--- src/rtl/palu_pkg.sv ---
// palu_pkg: opcode constants, register-index width and operand-usage helpers
// shared by the palu issue scheduler.
package palu_pkg;

    localparam int REG_W = 2;
    localparam int OPC_W = 3;
    localparam int N_REQ = 2;

    typedef enum logic [OPC_W-1:0] {
        ADD  = 3'd0,
        SUB  = 3'd1,
        ONE  = 3'd2,
        AND  = 3'd3,
        NAND = 3'd4,
        SRL  = 3'd5,
        SRA  = 3'd6,
        CPA  = 3'd7
    } opcode_e;

    // ONE produces a constant and reads no operand.
    function automatic logic usesSrc1(logic [OPC_W-1:0] opc);
        return opc != ONE;
    endfunction

    // Shifts and CPA are unary; only the two-operand ALU ops read src2.
    function automatic logic usesSrc2(logic [OPC_W-1:0] opc);
        return (opc == ADD) || (opc == SUB) || (opc == AND) || (opc == NAND);
    endfunction

endpackage

--- src/rtl/palu_sched_if.sv ---
// palu_sched_if: requester valid/ready handshake plus the issue bus into palu.
// master = requesters / bench side, slave = the scheduler.
interface palu_sched_if;
    import palu_pkg::*;

    logic [N_REQ-1:0]            req_valid;
    logic [N_REQ-1:0]            req_ready;
    logic [N_REQ-1:0][OPC_W-1:0] req_opcode;
    logic [N_REQ-1:0][REG_W-1:0] req_src1;
    logic [N_REQ-1:0][REG_W-1:0] req_src2;
    logic [N_REQ-1:0][REG_W-1:0] req_dest;

    logic             stall;
    logic [OPC_W-1:0] opcode;
    logic [REG_W-1:0] src1;
    logic [REG_W-1:0] src2;
    logic [REG_W-1:0] dest;

    modport master (
        output req_valid, req_opcode, req_src1, req_src2, req_dest,
        input  req_ready, stall, opcode, src1, src2, dest
    );

    modport slave (
        input  req_valid, req_opcode, req_src1, req_src2, req_dest,
        output req_ready, stall, opcode, src1, src2, dest
    );

endinterface

--- src/rtl/palu_rr_arb.sv ---
// palu_rr_arb: 2-way round-robin arbiter. A lone eligible requester always
// wins; on a tie the pointer decides. The pointer moves past the winner.
module palu_rr_arb (
    input  logic [1:0] elig,
    input  logic       ptr,
    output logic [1:0] grant,
    output logic       next_ptr
);

    // Pick the winner and advance the pointer past it.
    always_comb begin
        grant    = elig;
        next_ptr = ptr;
        if (elig == 2'b11) begin
            grant = ptr ? 2'b10 : 2'b01;
        end
        if (grant[0]) begin
            next_ptr = 1'b1;
        end else if (grant[1]) begin
            next_ptr = 1'b0;
        end
    end

endmodule

--- src/rtl/palu_sched.sv ---
// palu_sched: two-requester issue scheduler in front of palu. Arbitrates
// round-robin, blocks RAW hazards against the previous issue with one bubble.
// Optional build macro: PALU_SCHED_OPMASK_EN (hazard check skips operands the
// opcode does not read).
//
// state     | meaning
// ----------+--------------------------------------------------
// last_vld  | previous cycle issued an instruction
// last_dest | destination register of that instruction
// rr_ptr    | requester that wins when both are eligible
module palu_sched
    import palu_pkg::*;
#(
    parameter int CNT_W = 16
) (
    input  logic             clock,
    input  logic             reset,
    input  logic             hold,
    palu_sched_if.slave      bus,
    output logic [CNT_W-1:0] issue_cnt,
    output logic [CNT_W-1:0] bubble_cnt
);

    logic             last_vld;
    logic [REG_W-1:0] last_dest;
    logic             rr_ptr;

    logic [1:0] hazard;
    logic [1:0] elig;
    logic [1:0] grant;
    logic       next_ptr;
    logic       sel;

    // Per-requester RAW check against the last issued destination.
    always_comb begin
        hazard = '0;
        elig   = '0;
        for (int r = 0; r < N_REQ; r++) begin
            logic chk1;
            logic chk2;
`ifdef PALU_SCHED_OPMASK_EN
            chk1 = usesSrc1(bus.req_opcode[r]);
            chk2 = usesSrc2(bus.req_opcode[r]);
`else
            chk1 = 1'b1;
            chk2 = 1'b1;
`endif
            hazard[r] = last_vld &&
                        ((chk1 && (bus.req_src1[r] == last_dest)) ||
                         (chk2 && (bus.req_src2[r] == last_dest)));
            elig[r]   = bus.req_valid[r] && !hazard[r] && !hold && !reset;
        end
    end

    palu_rr_arb u_arb (
        .elig     (elig),
        .ptr      (rr_ptr),
        .grant    (grant),
        .next_ptr (next_ptr)
    );

    // Issue bus: granted requester's fields, requester 0 when stalling.
    always_comb begin
        sel           = grant[1];
        bus.req_ready = grant;
        bus.stall     = ~|grant;
        bus.opcode    = bus.req_opcode[sel];
        bus.src1      = bus.req_src1[sel];
        bus.src2      = bus.req_src2[sel];
        bus.dest      = bus.req_dest[sel];
    end

    // Scheduler state and saturating statistics.
    always_ff @(posedge clock) begin
        if (reset) begin
            last_vld   <= 1'b0;
            last_dest  <= '0;
            rr_ptr     <= 1'b0;
            issue_cnt  <= '0;
            bubble_cnt <= '0;
        end else begin
            rr_ptr <= next_ptr;
            if (|grant) begin
                last_vld  <= 1'b1;
                last_dest <= bus.req_dest[sel];
                if (issue_cnt != {CNT_W{1'b1}}) begin
                    issue_cnt <= issue_cnt + CNT_W'(1);
                end
            end else begin
                last_vld <= 1'b0;
                if ((|bus.req_valid) && (bubble_cnt != {CNT_W{1'b1}})) begin
                    bubble_cnt <= bubble_cnt + CNT_W'(1);
                end
            end
        end
    end

endmodule

--- src/flat_wrapper.sv ---
// flat-port wrapper written by rule: the top's interface ports become plain ports
module palu_sched_flat import palu_pkg::*;
#(
    parameter int CNT_W = 16
)
  (clock, reset, hold, issue_cnt, bubble_cnt, bus_req_valid, bus_req_opcode, bus_req_src1, bus_req_src2, bus_req_dest, bus_req_ready, bus_stall, bus_opcode, bus_src1, bus_src2, bus_dest);
  palu_sched_if bus_i ();
  input  logic clock;
  input  logic reset;
  input  logic hold;
  output logic [CNT_W-1:0] issue_cnt;
  output logic [CNT_W-1:0] bubble_cnt;
  input wire logic [$bits(bus_i.req_valid)-1:0] bus_req_valid;
  input wire logic [$bits(bus_i.req_opcode)-1:0] bus_req_opcode;
  input wire logic [$bits(bus_i.req_src1)-1:0] bus_req_src1;
  input wire logic [$bits(bus_i.req_src2)-1:0] bus_req_src2;
  input wire logic [$bits(bus_i.req_dest)-1:0] bus_req_dest;
  output wire logic [$bits(bus_i.req_ready)-1:0] bus_req_ready;
  output wire logic [$bits(bus_i.stall)-1:0] bus_stall;
  output wire logic [$bits(bus_i.opcode)-1:0] bus_opcode;
  output wire logic [$bits(bus_i.src1)-1:0] bus_src1;
  output wire logic [$bits(bus_i.src2)-1:0] bus_src2;
  output wire logic [$bits(bus_i.dest)-1:0] bus_dest;
  assign bus_i.req_valid = bus_req_valid;
  assign bus_i.req_opcode = bus_req_opcode;
  assign bus_i.req_src1 = bus_req_src1;
  assign bus_i.req_src2 = bus_req_src2;
  assign bus_i.req_dest = bus_req_dest;
  assign bus_req_ready = bus_i.req_ready;
  assign bus_stall = bus_i.stall;
  assign bus_opcode = bus_i.opcode;
  assign bus_src1 = bus_i.src1;
  assign bus_src2 = bus_i.src2;
  assign bus_dest = bus_i.dest;
  palu_sched #(.CNT_W(CNT_W)) u_core (.clock(clock), .reset(reset), .hold(hold), .bus(bus_i), .issue_cnt(issue_cnt), .bubble_cnt(bubble_cnt));
endmodule
--- config.mk ---
export PLATFORM = sky130hd
export DESIGN_NAME = palu_sched_flat
export DESIGN_NICKNAME = d
export VERILOG_FILES = /design/src/rtl/palu_pkg.sv /design/src/rtl/palu_sched_if.sv /design/src/rtl/palu_rr_arb.sv /design/src/rtl/palu_sched.sv /design/src/flat_wrapper.sv
export SDC_FILE = /design/constraint.sdc
export NUM_CORES = 1
export LEC_CHECK = 0
export BUFFER_PORTS_ARGS = -buffer_cell sky130_fd_sc_hd__buf_4
export CAP_MARGIN = 15
export CELL_PAD_IN_SITES_DETAIL_PLACEMENT = 0
export CELL_PAD_IN_SITES_GLOBAL_PLACEMENT = 1
export CORE_ASPECT_RATIO = 1.5
export CORE_UTILIZATION = 40
export DETAILED_ROUTE_END_ITERATION = 16
export HOLD_SLACK_MARGIN = 0.05
export PLACE_DENSITY_LB_ADDON = 0.1
export SYNTH_ARGS = -nofsm -noshare
export SYNTH_HDL_FRONTEND = slang
export SYNTH_SLANG_ARGS = --single-unit
--- constraint.sdc ---
create_clock -name clock -period 6.2 [get_ports clock]
set_input_delay 1.24 -clock clock [delete_from_list [all_inputs] [get_ports clock]]
set_output_delay 1.24 -clock clock [all_outputs]
set_load 0.05 [all_outputs]
[Word-level counts from Yosys, hierarchy flattened]
Index checks and enable logic that the tools add are counted.
Operators by class
  $add $sub $neg: 2
  magnitude comparators: 1
  equal/unequal tests: 7
  mux-type cells: 13
  bitwise gates (word level): 1
  reduce and logical (&&, ||, !) cells: 21
Operators by type and width (count)
  adder 16 x 1 -> 16 bit, second input constant: 2
  != test 16 bit, second input constant: 2
  two-way mux 2 bit: 8
  logical AND 1 bit: 9
  equality test 2 bit: 4
  two-way mux 3 bit: 2
  zero test 1 bit: 5
  AND reduction 2 bit: 2
  OR reduction 2 bit: 2
  two-way mux 1 bit: 3
  equality test 2 bit, second input constant: 1
  logical OR 1 bit: 2
  < comparator 1 x 2 -> 1 bit, second input constant: 1
  nonzero test 2 bit: 1
  inverter 1 bit: 1
Storage, ports and cells
  flip-flop bits (word level): 36
  input port bits: 23
  output and inout bits: 44
  word-level logic and storage cells: 50

[Logic depth before layout (Yosys ltp)]
  depth in word-level cells: 12
  mapped depth: 9

[By module]
Synthesis repeated with hierarchy kept, for this count alone.
Second synthesis, totals
  cells, all modules: 220
  area total of the unflattened synthesis: 1910.6 um2
Modules (own cells, without submodules)
  palu_sched: instances 1, cells each 215, area an instance 1883.1 um2
  palu_rr_arb: instances 1, cells each 5, area an instance 27.5 um2

[Worst setup path before layout]
OpenSTA, ideal clock, no wires.
  kind: input to output
  start: input reset
  end: output bus_opcode[0]
  arrival time: 2.893 ns
  data required time: 4.960 ns
  slack: 2.067 ns
  stages: 6
  buffers on the path: 2
  cell sequence: buf_6 > or3b_4 > a211oi_1 > nand2b_1 > buf_2 > mux2_2
On the way
  cells in the longest elaborated chain, start to end: 6
  elaborated cells on any way between the ends: 7
  classes of those cells: eq/ne (1); mux (3); reduce/logical (3)
RTL lines
  start: declaration: line flat_wrapper.sv:9  | input logic reset;
  zero test 1 bit *: line palu_sched.sv:51  | elig[r] = bus.req_valid[r] && !hazard[r] && !hold && !reset;
  logical AND 1 bit: line palu_sched.sv:51
  equality test 2 bit: line palu_rr_arb.sv:14  | if (elig == 2'b11) begin
  two-way mux 2 bit *: line palu_rr_arb.sv:14
  two-way mux 3 bit (implied by the code) * (2 in series): line palu_sched.sv:67  | bus.opcode = bus.req_opcode[sel];
  end: declaration: line flat_wrapper.sv:20  | output wire logic [$bits(bus_i.opcode)-1:0] bus_opcode;
Mark *: on every way between the ends. The rest lies on a longest branch, timed or not. The select of a mux whose other input is x is not followed.

[Worst setup path after layout]
Same ends and word-level chain as after synthesis.

==> results.md <==
- Status: finished clean
- Slew @ Worst Pin: 859.9 ps
- Crit share post-route: 0.7423
- Max Clock Freq: 0.2173 GHz
- Initial antenna violation count: 0
- Slew headroom: 0.4246
- # hold bufs at CTS: 0
- Arr. time, crit path: 3360 ps
- I/O pin count: 67
- R2R depth: 6
- Area grow syn2layout: 26.72%
- Synthesized Nets: 270
- Skew-Pair Late Insertion Delay: 290 ps
- Clock root buffer: clkbuf_8
- CTS Buffer Depth: 2
- Post-placement cell area: 2606 um2
- Period minus WS final: 4602 ps
- Hold path start: u_core.bubble_cnt[12]
- Final setup viols: 0
- Hold endpoint: u_core.bubble_cnt[12]
- Cells after synthesis: 245
- Cts repair resizes: 0
- H-tree depth: 2
- Worst-path clk slew: 70 ps
- Required time of the critical path: 4960 ps
- Synth cell types: 48
- Startpoint class of the critical path: input port
- Synth area leader: dfxtp_1
- Hold depth: 2
- Drt wl/cell: 14.31 um
- Avg Cell Area, Syn: 8.697 um2
- Critical Path End Type: primary output
- Hold Vio Cnt, Final: 0
- Post-CTS setup buffers: 0
- Fin Clk Skew: 9.075 ps
- Power density cells: 203.8 nW/um2
- Final ANT Viol Nets: 0
- First-pass iteration count of the detailed router: 4
- Synth top area cells: dfxtp_1 (34%), a21oi_1 (5.6%), o31ai_1 (5.3%)
- RePlAce Congestion: 0.7817
- Max Slew Vio Count: 0
- DIE AREA: 5629 um2
- Chip Width: 61.59 um
- Most frequent cells in the layout: buf_4 (66), dfxtp_1 (36), a21oi_1 (24)
- Core Region: 5125 um2
- First-pass GRT wire length: 8.424 mm
- Initial Utilization: 0.4158
- FF-to-FF setup slack: 3670 ps
- Top-area cell type share of the netlist area: 0.3382
- Global Route Usage Sum: 0.1962
- YS warnings: 0
- Sequential-to-total area share from yosys stat: 0.3382
- CTS Buf Count: 5
- RSZ-0062 raised after global routing: false
- DR DRC count: 0
- Worst hold path class: register to register
- Largest net degree at the start of global routing: 36
- Setup CP Type: input port to primary output
- Crit-path max FO: 35
- Chip Height: 91.39 um
- Worst reg2reg path startpoint: u_core.last_dest[0]
- Drt via density: 5.660
- Grt ovf: 0
- Layout cell share with drive strength beyond 1: 0.3036
- VDD IR max: 132.9 uV
- WL final: 5.310 mm
- TritonCTS clock tree: done
- Vias in the first global route: 1846
- Most common cell after layout, fill and taps aside: buf_4
- Max-Cap Viols: 0
- Worst r2r dst: u_core.issue_cnt[8]
- DP Wirelength: 3.857 mm
- Initial drt markers: 88
- Fill cells: 519
- Port Buffer Count: 66
- Mapped Area: 2131 um2
- FF+latch count, synth: 36
- Final Core Density: 0.5269
- Design area: 2700 um2
- Inserted Diodes: 0
- Setup TNS: 0 ps
- Clock Sinks: 36
- Via Count: 2100
- Pleak: 1.011 nW
- Rows: 32
- Fin nets: 327
-- critical path: stages --
cell      delay, ps
buf_4           230
or3b_4          430
a211oi_1        490
nand2b_1        400
mux2_2          380
buf_4           190
-- synthesized netlist by cell type, drive strengths merged --
master,n
nor4,2
o21ai,14
nor3,3
o311ai,4
nand4,6
a311oi,3
a41oi,2
a211oi,3
nand3,10
o21a,2
o41ai,2
a31o,1
clkbuf,7
or3b,3
a21o,1
and2,1
nor2b,1
nand3b,3
ha,2
or2,1
a221oi,3
a22oi,1
buf,9
nand2,12
or3,8
dfxtp,36
nor3b,1
a22o,1
or4,15
and4,3
o31a,1
nand2b,2
and4b,1
and3,5
mux2,8
a21oi,24
xnor2,8
inv,7
nor2,12
o2111ai,2
o31ai,15
-- state kept, by name, summed over array words and instances (netlist names) --
register           cells
u_core.last_dest       2
u_core.bubble_cnt     16
u_core.rr_ptr          1
u_core.last_vld        1
u_core.issue_cnt      16
-- logic make-up (layout without fill, tap and decap cells) --
family          Yosys count  count (layout)  synth area share
simple gates             89              89            0.2484
compound gates           79              79            0.2507
flops                    36              36            0.3382
buf+inv                  23              81           0.06165
xor+xnor                  8               8           0.04697
mux                       8               8           0.04228
fa+ha+maj                 2               2           0.01174
-- worst max path at each step --
stage | startpoint | end | slack, ps | depth (start not counted)
after floorplan | reset | bus_opcode[0] | 2070 | 6
after global placement | reset | bus_src2[1] | 1680 | 6
after detailed placement | reset | bus_opcode[0] | 1640 | 6
after CTS | reset | bus_opcode[0] | 1620 | 6
after global routing | reset | bus_src2[0] | 1460 | 6
final | reset | bus_opcode[0] | 1600 | 6
-- where the power goes --
group	internal (W)	total, W	switching, W
combinational	0.0000466	0.000127	0.0000799
clock	0.0000904	0.000176	0.0000854
sequential	0.000238	0.000248	0.0000105
total	0.000375	0.000550	0.000176
-- through the flow --
stage	instances	hold slack (ps)	total power, W	setup WS (ps)
after floorplan	245	481.8	0.0003516	2067
after global placement	363	484.4	0.0003792	1676
after detailed placement	363	494.2	0.0003799	1639
after CTS	371	506.4	0.0005568	1623
after global routing	371	536.5	0.0005812	1460
final	371	497.6	0.0005503	1598
-- metal layers --
layer  track usage  vias to the layer above  wire length [um]
met5             0                        -                 0
met4       0.06852                        0                52
met3       0.04843                        4               174
met2        0.3315                       40              2811
met1        0.2309                      987              2271
li1              -                     1069                 -
-- area by class of cell --
cell class,instances,area [um2],share of cell area
Tap cell,68,85.08,0.03151
Clock buffer,7,86.33,0.03197
Clock inverter,1,7.507,0.002780
Multi-Input combinational cell,186,1279,0.4736
Timing Repair Buffer,66,495.5,0.1835
Inverter,7,26.28,0.009731
Sequential cell,36,720.7,0.2669
(Power assumes the default switching activity.)
